==> src/rtl/hdb3_enc_seq.sv <==
// hdb3_enc_seq: frame sequencer in front of the free-running HDB3 encoder chain.
// Pulls frame bits over a valid/ready handshake and issues exactly one bit per
// RUN cycle. It then flushes the chain with PIPE_LAT zeros and tags the chain
// output cycles that carry frame data.
// Optional build macro HDB3_SEQ_PRBS_EN adds prbs_sel and an internal PRBS-7
// source (x^7+x^6+1, seed 7'h7F) selected per frame at start.
module hdb3_enc_seq #(
    parameter int LEN_W    = 16,
    parameter int PIPE_LAT = 8
) (
    input  logic             clk,
    input  logic             rst_n,
    input  logic             start,
    input  logic             abort,
    input  logic [LEN_W-1:0] frame_len,
    input  logic             src_valid,
    input  logic             src_data,
`ifdef HDB3_SEQ_PRBS_EN
    input  logic             prbs_sel,
`endif
    output logic             src_ready,
    output logic             enc_bit,
    output logic             sym_valid,
    output logic             busy,
    output logic             done,
    output logic             underrun,
    output logic [LEN_W-1:0] bit_cnt
);

    typedef enum logic [1:0] {IDLE, RUN, FLUSH, DONE} state_t;

    state_t              state_q, state_d;
    logic [LEN_W-1:0]    len_q, len_d;
    logic [LEN_W-1:0]    cnt_q, cnt_d;
    logic [4:0]          flush_q, flush_d;
    logic                under_q, under_d;
    logic [PIPE_LAT-1:0] pipe_q, pipe_d;
    logic                tag;
    logic                go;       // start accepted this cycle
    logic                prbs_run; // current frame sources from the LFSR
    logic                prbs_bit;

    // abort wins over a simultaneous start
    assign go = (state_q == IDLE) && start && !abort;

`ifdef HDB3_SEQ_PRBS_EN
    logic       prbs_q, prbs_d;
    logic [6:0] lfsr_q, lfsr_d;

    assign prbs_run = prbs_q;
    assign prbs_bit = lfsr_q[6];

    // LFSR: reseed on accepted start, advance once per issued RUN bit
    always_comb begin
        prbs_d = prbs_q;
        lfsr_d = lfsr_q;
        if (go) begin
            prbs_d = prbs_sel;
            lfsr_d = 7'h7F;
        end else if (state_q == RUN && !abort && prbs_q) begin
            lfsr_d = {lfsr_q[5:0], lfsr_q[6] ^ lfsr_q[5]};
        end
    end

    // LFSR state register
    always_ff @(posedge clk or negedge rst_n) begin
        if (!rst_n) begin
            prbs_q <= 1'b0;
            lfsr_q <= 7'h7F;
        end else begin
            prbs_q <= prbs_d;
            lfsr_q <= lfsr_d;
        end
    end
`else
    assign prbs_run = 1'b0;
    assign prbs_bit = 1'b0;
`endif

    // next-state and handshake outputs; an abort cycle issues no bit
    always_comb begin
        state_d   = state_q;
        len_d     = len_q;
        cnt_d     = cnt_q;
        flush_d   = flush_q;
        under_d   = under_q;
        tag       = 1'b0;
        src_ready = 1'b0;
        enc_bit   = 1'b0;
        busy      = 1'b0;
        done      = 1'b0;
        case (state_q)
            IDLE: begin
                if (go) begin
                    cnt_d = '0;
                    if (frame_len == '0) begin
                        state_d = DONE;
                    end else begin
                        len_d   = frame_len;
                        under_d = 1'b0;
                        state_d = RUN;
                    end
                end
            end
            RUN: begin
                busy = 1'b1;
                if (abort) begin
                    state_d = IDLE;
                end else begin
                    tag       = 1'b1;
                    src_ready = !prbs_run;
                    if (prbs_run) begin
                        enc_bit = prbs_bit;
                    end else begin
                        enc_bit = src_valid & src_data;
                        if (!src_valid) under_d = 1'b1;
                    end
                    // saturating count: RUN is left as soon as len is reached
                    if (cnt_q != len_q) cnt_d = cnt_q + 1'b1;
                    if (cnt_d == len_q) begin
                        state_d = FLUSH;
                        flush_d = 5'(PIPE_LAT - 1);
                    end
                end
            end
            FLUSH: begin
                busy = 1'b1;
                if (abort) begin
                    state_d = IDLE;
                end else if (flush_q == '0) begin
                    state_d = DONE;
                end else begin
                    flush_d = flush_q - 1'b1;
                end
            end
            DONE: begin
                done    = 1'b1;
                state_d = IDLE;
            end
            default: state_d = IDLE;
        endcase
        // tag travels alongside the bit; abort drops every tag in flight
        if (abort && busy) pipe_d = '0;
        else               pipe_d = (pipe_q << 1) | PIPE_LAT'(tag);
    end

    // sequencer state registers
    always_ff @(posedge clk or negedge rst_n) begin
        if (!rst_n) begin
            state_q <= IDLE;
            len_q   <= '0;
            cnt_q   <= '0;
            flush_q <= '0;
            under_q <= 1'b0;
            pipe_q  <= '0;
        end else begin
            state_q <= state_d;
            len_q   <= len_d;
            cnt_q   <= cnt_d;
            flush_q <= flush_d;
            under_q <= under_d;
            pipe_q  <= pipe_d;
        end
    end

    assign sym_valid = pipe_q[PIPE_LAT-1];
    assign underrun  = under_q;
    assign bit_cnt   = cnt_q;

endmodule

==> config.mk <==
export PLATFORM = sky130hd
export DESIGN_NAME = hdb3_enc_seq
export DESIGN_NICKNAME = d
export VERILOG_FILES = /design/src/rtl/hdb3_enc_seq.sv
export SDC_FILE = /design/constraint.sdc
export NUM_CORES = 1
export LEC_CHECK = 0
export CORE_MARGIN = 1.5
export CORE_UTILIZATION = 35
export CTS_BUF_LIST = sky130_fd_sc_hd__clkbuf_2 sky130_fd_sc_hd__clkbuf_4 sky130_fd_sc_hd__clkbuf_8
export CTS_CLUSTER_DIAMETER = 80
export DETAILED_ROUTE_END_ITERATION = 10
export PLACE_DENSITY = 0.6
export SYNTH_ARGS = -nofsm -noshare
export SYNTH_HDL_FRONTEND = slang
export SYNTH_SLANG_ARGS = --single-unit
==> constraint.sdc <==
create_clock -name clk -period 3.1 [get_ports clk]
set_clock_uncertainty 0.05 [all_clocks]
set_input_delay 0.62 -clock clk [delete_from_list [all_inputs] [get_ports clk]]
set_output_delay 0.62 -clock clk [all_outputs]
set_load 0.02 [all_outputs]
==> results of run 1 <==
## synthesized netlist by cell type (6+ instances only)
library cell	number	area, um^2
and2_1	9	56.3
nand2b_1	6	37.5
nor2_1	16	60.1
a21oi_1	8	40.0
nand4_1	9	56.3
clkbuf_1	8	30.0
dfrtp_1	48	1200
nand3_1	11	55.1
inv_1	7	26.3
nand2_1	50	188
nor4_1	6	37.5
and3_1	7	43.8
ha_1	7	87.6
o31ai_1	10	75.1
o21ai_0	19	95.1
xnor2_1	14	123
mux2_2	16	180
## critical path: stages, from the launching register on
cell and delay [ns]:
dfrtp_1 0.45, xnor2_2 0.23, nand4_1 0.16, or4_4 0.61, o2111ai_4 0.25, xor2_2 0.17
mux2i_1 0.11, nand4b_4 0.23, a222oi_1 0.36, buf_4 0.18, mux2i_1 0.16
## cell families after synthesis
logic type,Yosys count,synth area share (%)
compound gates,66,15.2
simple gates,135,23.4
mux,22,8.36
xor+xnor,21,6.90
buf+inv,20,3.13
flops,48,40.1
fa+ha+maj,7,2.93
## through the flow
step	hold slack (ns)	setup TNS (ns)	total power, mW	std cells
after floorplan	0.274	0	1.89	319
after global placement	0.386	-0.0218	2.37	489
after detailed placement	0.392	-0.129	2.38	489
after CTS	0.414	0	2.92	498
after global routing	0.439	-0.0682	3.19	502
final	0.411	0	2.99	502
## path summary, 6_finish.rpt
path	endpoint	slack [ns]
min in group asynchronous	bit_cnt[15]$_DFFE_PN0P_	0.44
min reg2reg	pipe_q[5]$_DFF_PN0_	0.41
min	pipe_q[5]$_DFF_PN0_	0.41
max	state_q[1]$_DFFE_PN0P_	0.05
max reg2reg	state_q[1]$_DFFE_PN0P_	0.05
max in group asynchronous	bit_cnt[4]$_DFFE_PN0P_	1.81
## layout make-up
cell class,instances,area [um^2],area share [%]
multi-input cells,251,1790,44.8
flip-flops and latches,48,1200,30.1
repair buffers,83,726,18.1
well taps,105,131,3.28
clock buffers,6,82.6,2.06
clock inverters,2,38.8,0.969
inverters,7,26.3,0.656
## what timing repair did
item,in CTS,in global routing
resized for setup,4,15
endpoints found under the setup margin,4,7
hold buffers,0,0
setup buffers,1,4
pin swaps,1,12
## per-layer routing
metal,track usage [%],wire (um),vias up
met4,5.27,135,0
li1,-,-,1310
met2,27.9,3540,119
met3,4.07,595,12
met5,0,0,-
met1,31.1,4180,1302
## sequential cells by signal (all words and copies together), names as in the netlist
name and count:
bit_cnt 16, len_q 16, state_q 2, flush_q 5, pipe_q 8, underrun 1
## where the power goes
part	internal [mW]	total [mW]	switching [mW]
combinational	0.724	1.49	0.768
clock	0.264	0.491	0.227
sequential	0.815	1.01	0.191
total	1.80	2.99	1.19
==> flow_summary_export.csv, run 1 <==
group,metric,value,unit
clock_tree,cts_buffer_depth,2,
critical_path,path_max_fanout,4,
floorplan,die_y,95.5,um
timing,drv_slew,0,
critical_path,reg2reg_from,"bit_cnt[13]$_DFFE_PN0P_",
grt,grt_util_all_layers,20.1,%
drt,ant_nets,0,
critical_path,endpoint_kind,"flop",
floorplan,start_util,36.3,%
timing,fin_crit_sh,98.3,%
synth,mappedNetlistArea,2990,um^2
cells_and_area,fin_nets,425,
grt,grt_pass1_wl,13700,um
cells_and_area,nFillCells,806,
hold_path,hold_path_depth,1,
clock_tree,clock_latency,0.31,ns
floorplan,io_pins,44,
synth,ys_ff_latch,48,
drt,avgRoutedWirePerCell,16.8,um
hold_path,min_from,"pipe_q[4]$_DFF_PN0_",
place,placed_area,3750,um^2
grt,antenna_found_initial,0,
drt,routed_wl,8460,um
cells_and_area,area_growth,33.7,%
drt,vias,2743,
synth,yosysUniqueCellTypes,54,
pwr,powerDensity,747,nW/um^2
timing,setup_viol,0,
grt,grt_pass1_vias,2531,
run_status,status,"finished clean",
synth,synthArstFlopShare,100,%
synth,yosysSeqAreaShare,40.1,%
critical_path,worstPathRequired,3.28,ns
clock_tree,cts-buffers-inserted,5,
pwr,irDropWorstVdd,0.367,mV
grt,grt_max_degree,49,
critical_path,crit_start,"bit_cnt[13]$_DFFE_PN0P_",
grt,overflow,0,
synth,synth_nets,348,
hold_path,worst_hold_path_type,"flop to flop",
cells_and_area,post_route_cells_drive_above_1_share,23.7,%
critical_path,crit_arrival,3.23,ns
floorplan,row_count,33,
critical_path,crit_type,"flop to flop",
clock_tree,cts_sinks,48,
place,place_hpwl,6410,um
drt,drc,0,
pwr,power.leakage,1.67,nW
synth,syn-instance-count,319,
clock_tree,cts-htree-levels,2,
timing,fmax,0.328,GHz
clock_tree,clk_pin_slew_worst_paths,0.11,ns
timing,final.min_clock_period,3.05,ns
synth,synth_edf_count,0,
critical_path,critPathLaunchType,"flop",
cells_and_area,antenna_cells,0,
cells_and_area,final_cell_area,4000,um^2
job,drv_cap,0,
place,gp_congestion,0.900,
cells_and_area,final_cell_mix,"nand2_1, dfrtp_1, clkdlybuf4s50_1, buf_4, o21ai_0",
synth,synth_warnings,0,
place,portBuffers,43,
floorplan,die_w,95.5,um
critical_path,rr_worst_depth,10,
timing,worst_slack,0.0536,ns
timing,rsz0062_at_grt,"yes",
timing,hold_violations,0,
clock_tree,cts_tree,"built",
cells_and_area,utilization,48.5,%
clock_tree,ctsRootBufferMaster,"clkbuf_8",
floorplan,coreArea,8260,um^2
drt,viasPerCell,5.46,
drt,firstDrtPassIters,5,
timing,slew_headroom,29.0,%
cells_and_area,final_common_cell,"nand2_1",
floorplan,dieArea,9120,um^2
place,preCtsSetupSlack,-0.0550,ns
synth,synthFlopType,"dfrtp_1",
synth,avgSynthCellArea,9.39,um^2
drt,drt_iter0_drc,255,
timing,worst_slew_pin_slew,1.06,ns
Power figures use the tool's default switching activity.
==> run 2, diff against run 1 <==
PLACE_DENSITY = 0.58   (was 0.6)
clock period = 3.4 ns   (was 3.1 ns; I/O delays follow)
==> run 2 against run 1 <==
Global-route usage down 0.99 points; flip-flop and latch count unchanged; via count down 6.9%; design area down 7.3%; count of clock-buffer cells in the layout down 1; non-clock buffer count down 22; utilization down 3.6 points; clock power down 26%; power down 17%; critical path depth down 1; cell count down 4.4%; critical path type unchanged; largest cell class unchanged.
==> flow_summary_export.csv, run 2 (synthesis gave the netlist of run 1 again) <==
group,metric,value,unit
drt,routed_wl,7910,um
grt,grt_max_degree,27,
floorplan,row_count,33,
critical_path,worstPathRequired,3.54,ns
timing,worst_slew_pin_slew,0.593,ns
hold_path,worst_hold_path_type,"primary input to asynchronous set/reset pin",
floorplan,start_util,36.3,%
timing,setup_tns,0,ns
grt,grt_pass1_vias,2510,
cells_and_area,multi_input_area,1700,um^2
drt,vias,2553,
critical_path,critPathLaunchType,"flop",
floorplan,die_w,95.5,um
clock_tree,cts_sinks,48,
clock_tree,ctsRootBufferMaster,"clkbuf_8",
drt,wl_met3,432,um
place,place_hpwl,6050,um
critical_path,rr_worst_depth,9,
drt,avgRoutedWirePerCell,16.5,um
clock_tree,cts-htree-levels,2,
drt,drt_iter0_drc,176,
job,drv_cap,0,
clock_tree,clk_pin_slew_worst_paths,0.10,ns
pwr,power.leakage,1.51,nW
cells_and_area,final_cell_area,3710,um^2
cells_and_area,final_common_cell,"nand2_1",
floorplan,coreArea,8260,um^2
cells_and_area,ff_latch_area,1200,um^2
timing,rsz0062_at_grt,"no",
critical_path,timing.rr.end,"flush_q[0]$_DFFE_PN0P_",
place,gp_congestion,0.995,
run_status,status,"finished clean",
drt,drc,0,
timing,slew_headroom,60.5,%
floorplan,die_y,95.5,um
floorplan,io_pins,44,
critical_path,crit_arrival,3.39,ns
clock_tree,cts_setup_buffers,0,
floorplan,dieArea,9120,um^2
timing,drv_slew,0,
grt,antenna_found_initial,0,
drt,ant_nets,0,
pwr,irDropWorstVdd,0.314,mV
cells_and_area,post_route_cells_drive_above_1_share,14.7,%
place,portBuffers,43,
pwr,power.total,2.48,mW
critical_path,crit_type,"flop to flop",
critical_path,reg2reg_from,"bit_cnt[2]$_DFFE_PN0P_",
cells_and_area,area_growth,23.9,%
critical_path,endpoint_kind,"flop",
clock_tree,cts_buffer_depth,2,
grt,grt_pass1_wl,13100,um
timing,fmax,0.308,GHz
cells_and_area,nFillCells,813,
drt,viasPerCell,5.32,
clock_tree,cts_tree,"built",
grt,grt_util_all_layers,19.1,%
drt,wl_met1,3960,um
pwr,powerDensity,669,nW/um^2
cells_and_area,utilization,44.9,%
critical_path,r2r_setup_slack,0.15,ns
drt,met2_length,3440,um
timing,fin_crit_sh,95.5,%
cells_and_area,fin_nets,403,
place,placed_area,3620,um^2
cells_and_area,antenna_cells,0,
timing,setup_viol,0,
timing,hold_violations,0,
clock_tree,clock_latency,0.31,ns
clock_tree,post_cts_resize_count,0,
timing,final.min_clock_period,3.25,ns
drt,top_layer,"met4",
clock_tree,cts_hold_buffers,0,
clock_tree,cts-buffers-inserted,5,
critical_path,path_max_fanout,13,
cells_and_area,final_cell_mix,"nand2_1, dfrtp_1, clkdlybuf4s50_1, o21ai_0, buf_4",
grt,overflow,0,
drt,firstDrtPassIters,5,
## run 2: cell count changes in the layout (fill, tap and decap cells not counted), moves of 3 or more
cell and change:
dfrtp_2 -3, dfrtp_1 +3, xnor2_2 -8, buf_4 -22
xnor2_1 +8
## run 2: area by class of cell
class,instances,share of cell area [%]
clock buffers,5,1.85
repair buffers,61,15.1
multi-input cells,251,45.8
flip-flops and latches,48,32.4
inverters,7,0.708
well taps,105,3.54
clock inverters,3,0.607
## run 2: layer usage
metal  up-vias  global-route usage, %
met5         -                      0
met2        87                   28.5
met3         4                   3.11
met1      1204                   28.3
li1       1258                      -
met4         0                   5.27
## run 2: power by group
part / internal [mW] / switching (mW)
sequential: 0.742 / 0.176
combinational: 0.566 / 0.637
clock: 0.148 / 0.214
total: 1.46 / 1.03
## run 2: worst max path at each step
stage	from	to	slack, ns	depth (start not counted)
6_report	bit_cnt[2]$_DFFE_PN0P_	flush_q[0]$_DFFE_PN0P_	0.15	9
5_1_grt	bit_cnt[2]$_DFFE_PN0P_	state_q[1]$_DFFE_PN0P_	0.01	9
4_1_cts	bit_cnt[2]$_DFFE_PN0P_	flush_q[0]$_DFFE_PN0P_	0.15	9
3_5_place_dp	bit_cnt[2]$_DFFE_PN0P_	flush_q[1]$_DFFE_PN0P_	0.19	9
3_3_place_gp	bit_cnt[2]$_DFFE_PN0P_	flush_q[1]$_DFFE_PN0P_	0.26	9
2_1_floorplan	bit_cnt[11]$_DFFE_PN0P_	flush_q[0]$_DFFE_PN0P_	0.38	10
## run 2: worst max-delay path, stage by stage, from the launching register on
cell and delay (ns):
dfrtp_1 0.57, xnor2_1 0.18, nand4_1 0.13, or4_4 0.60, o21ai_0 0.36, xor2_1 0.11
a21oi_1 0.23, nand4b_4 0.19, a211o_1 0.39, mux2_4 0.31
## run 2: through the flow
| step | setup slack (ns) | instances | hold slack, ns |
|---|---|---|---|
| floorplan | 0.385 | 319 | 0.334 |
| global placement | 0.260 | 472 | 0.380 |
| detailed placement | 0.190 | 472 | 0.386 |
| CTS | 0.155 | 480 | 0.332 |
| global route | 0.0128 | 480 | 0.353 |
| finish | 0.154 | 480 | 0.309 |
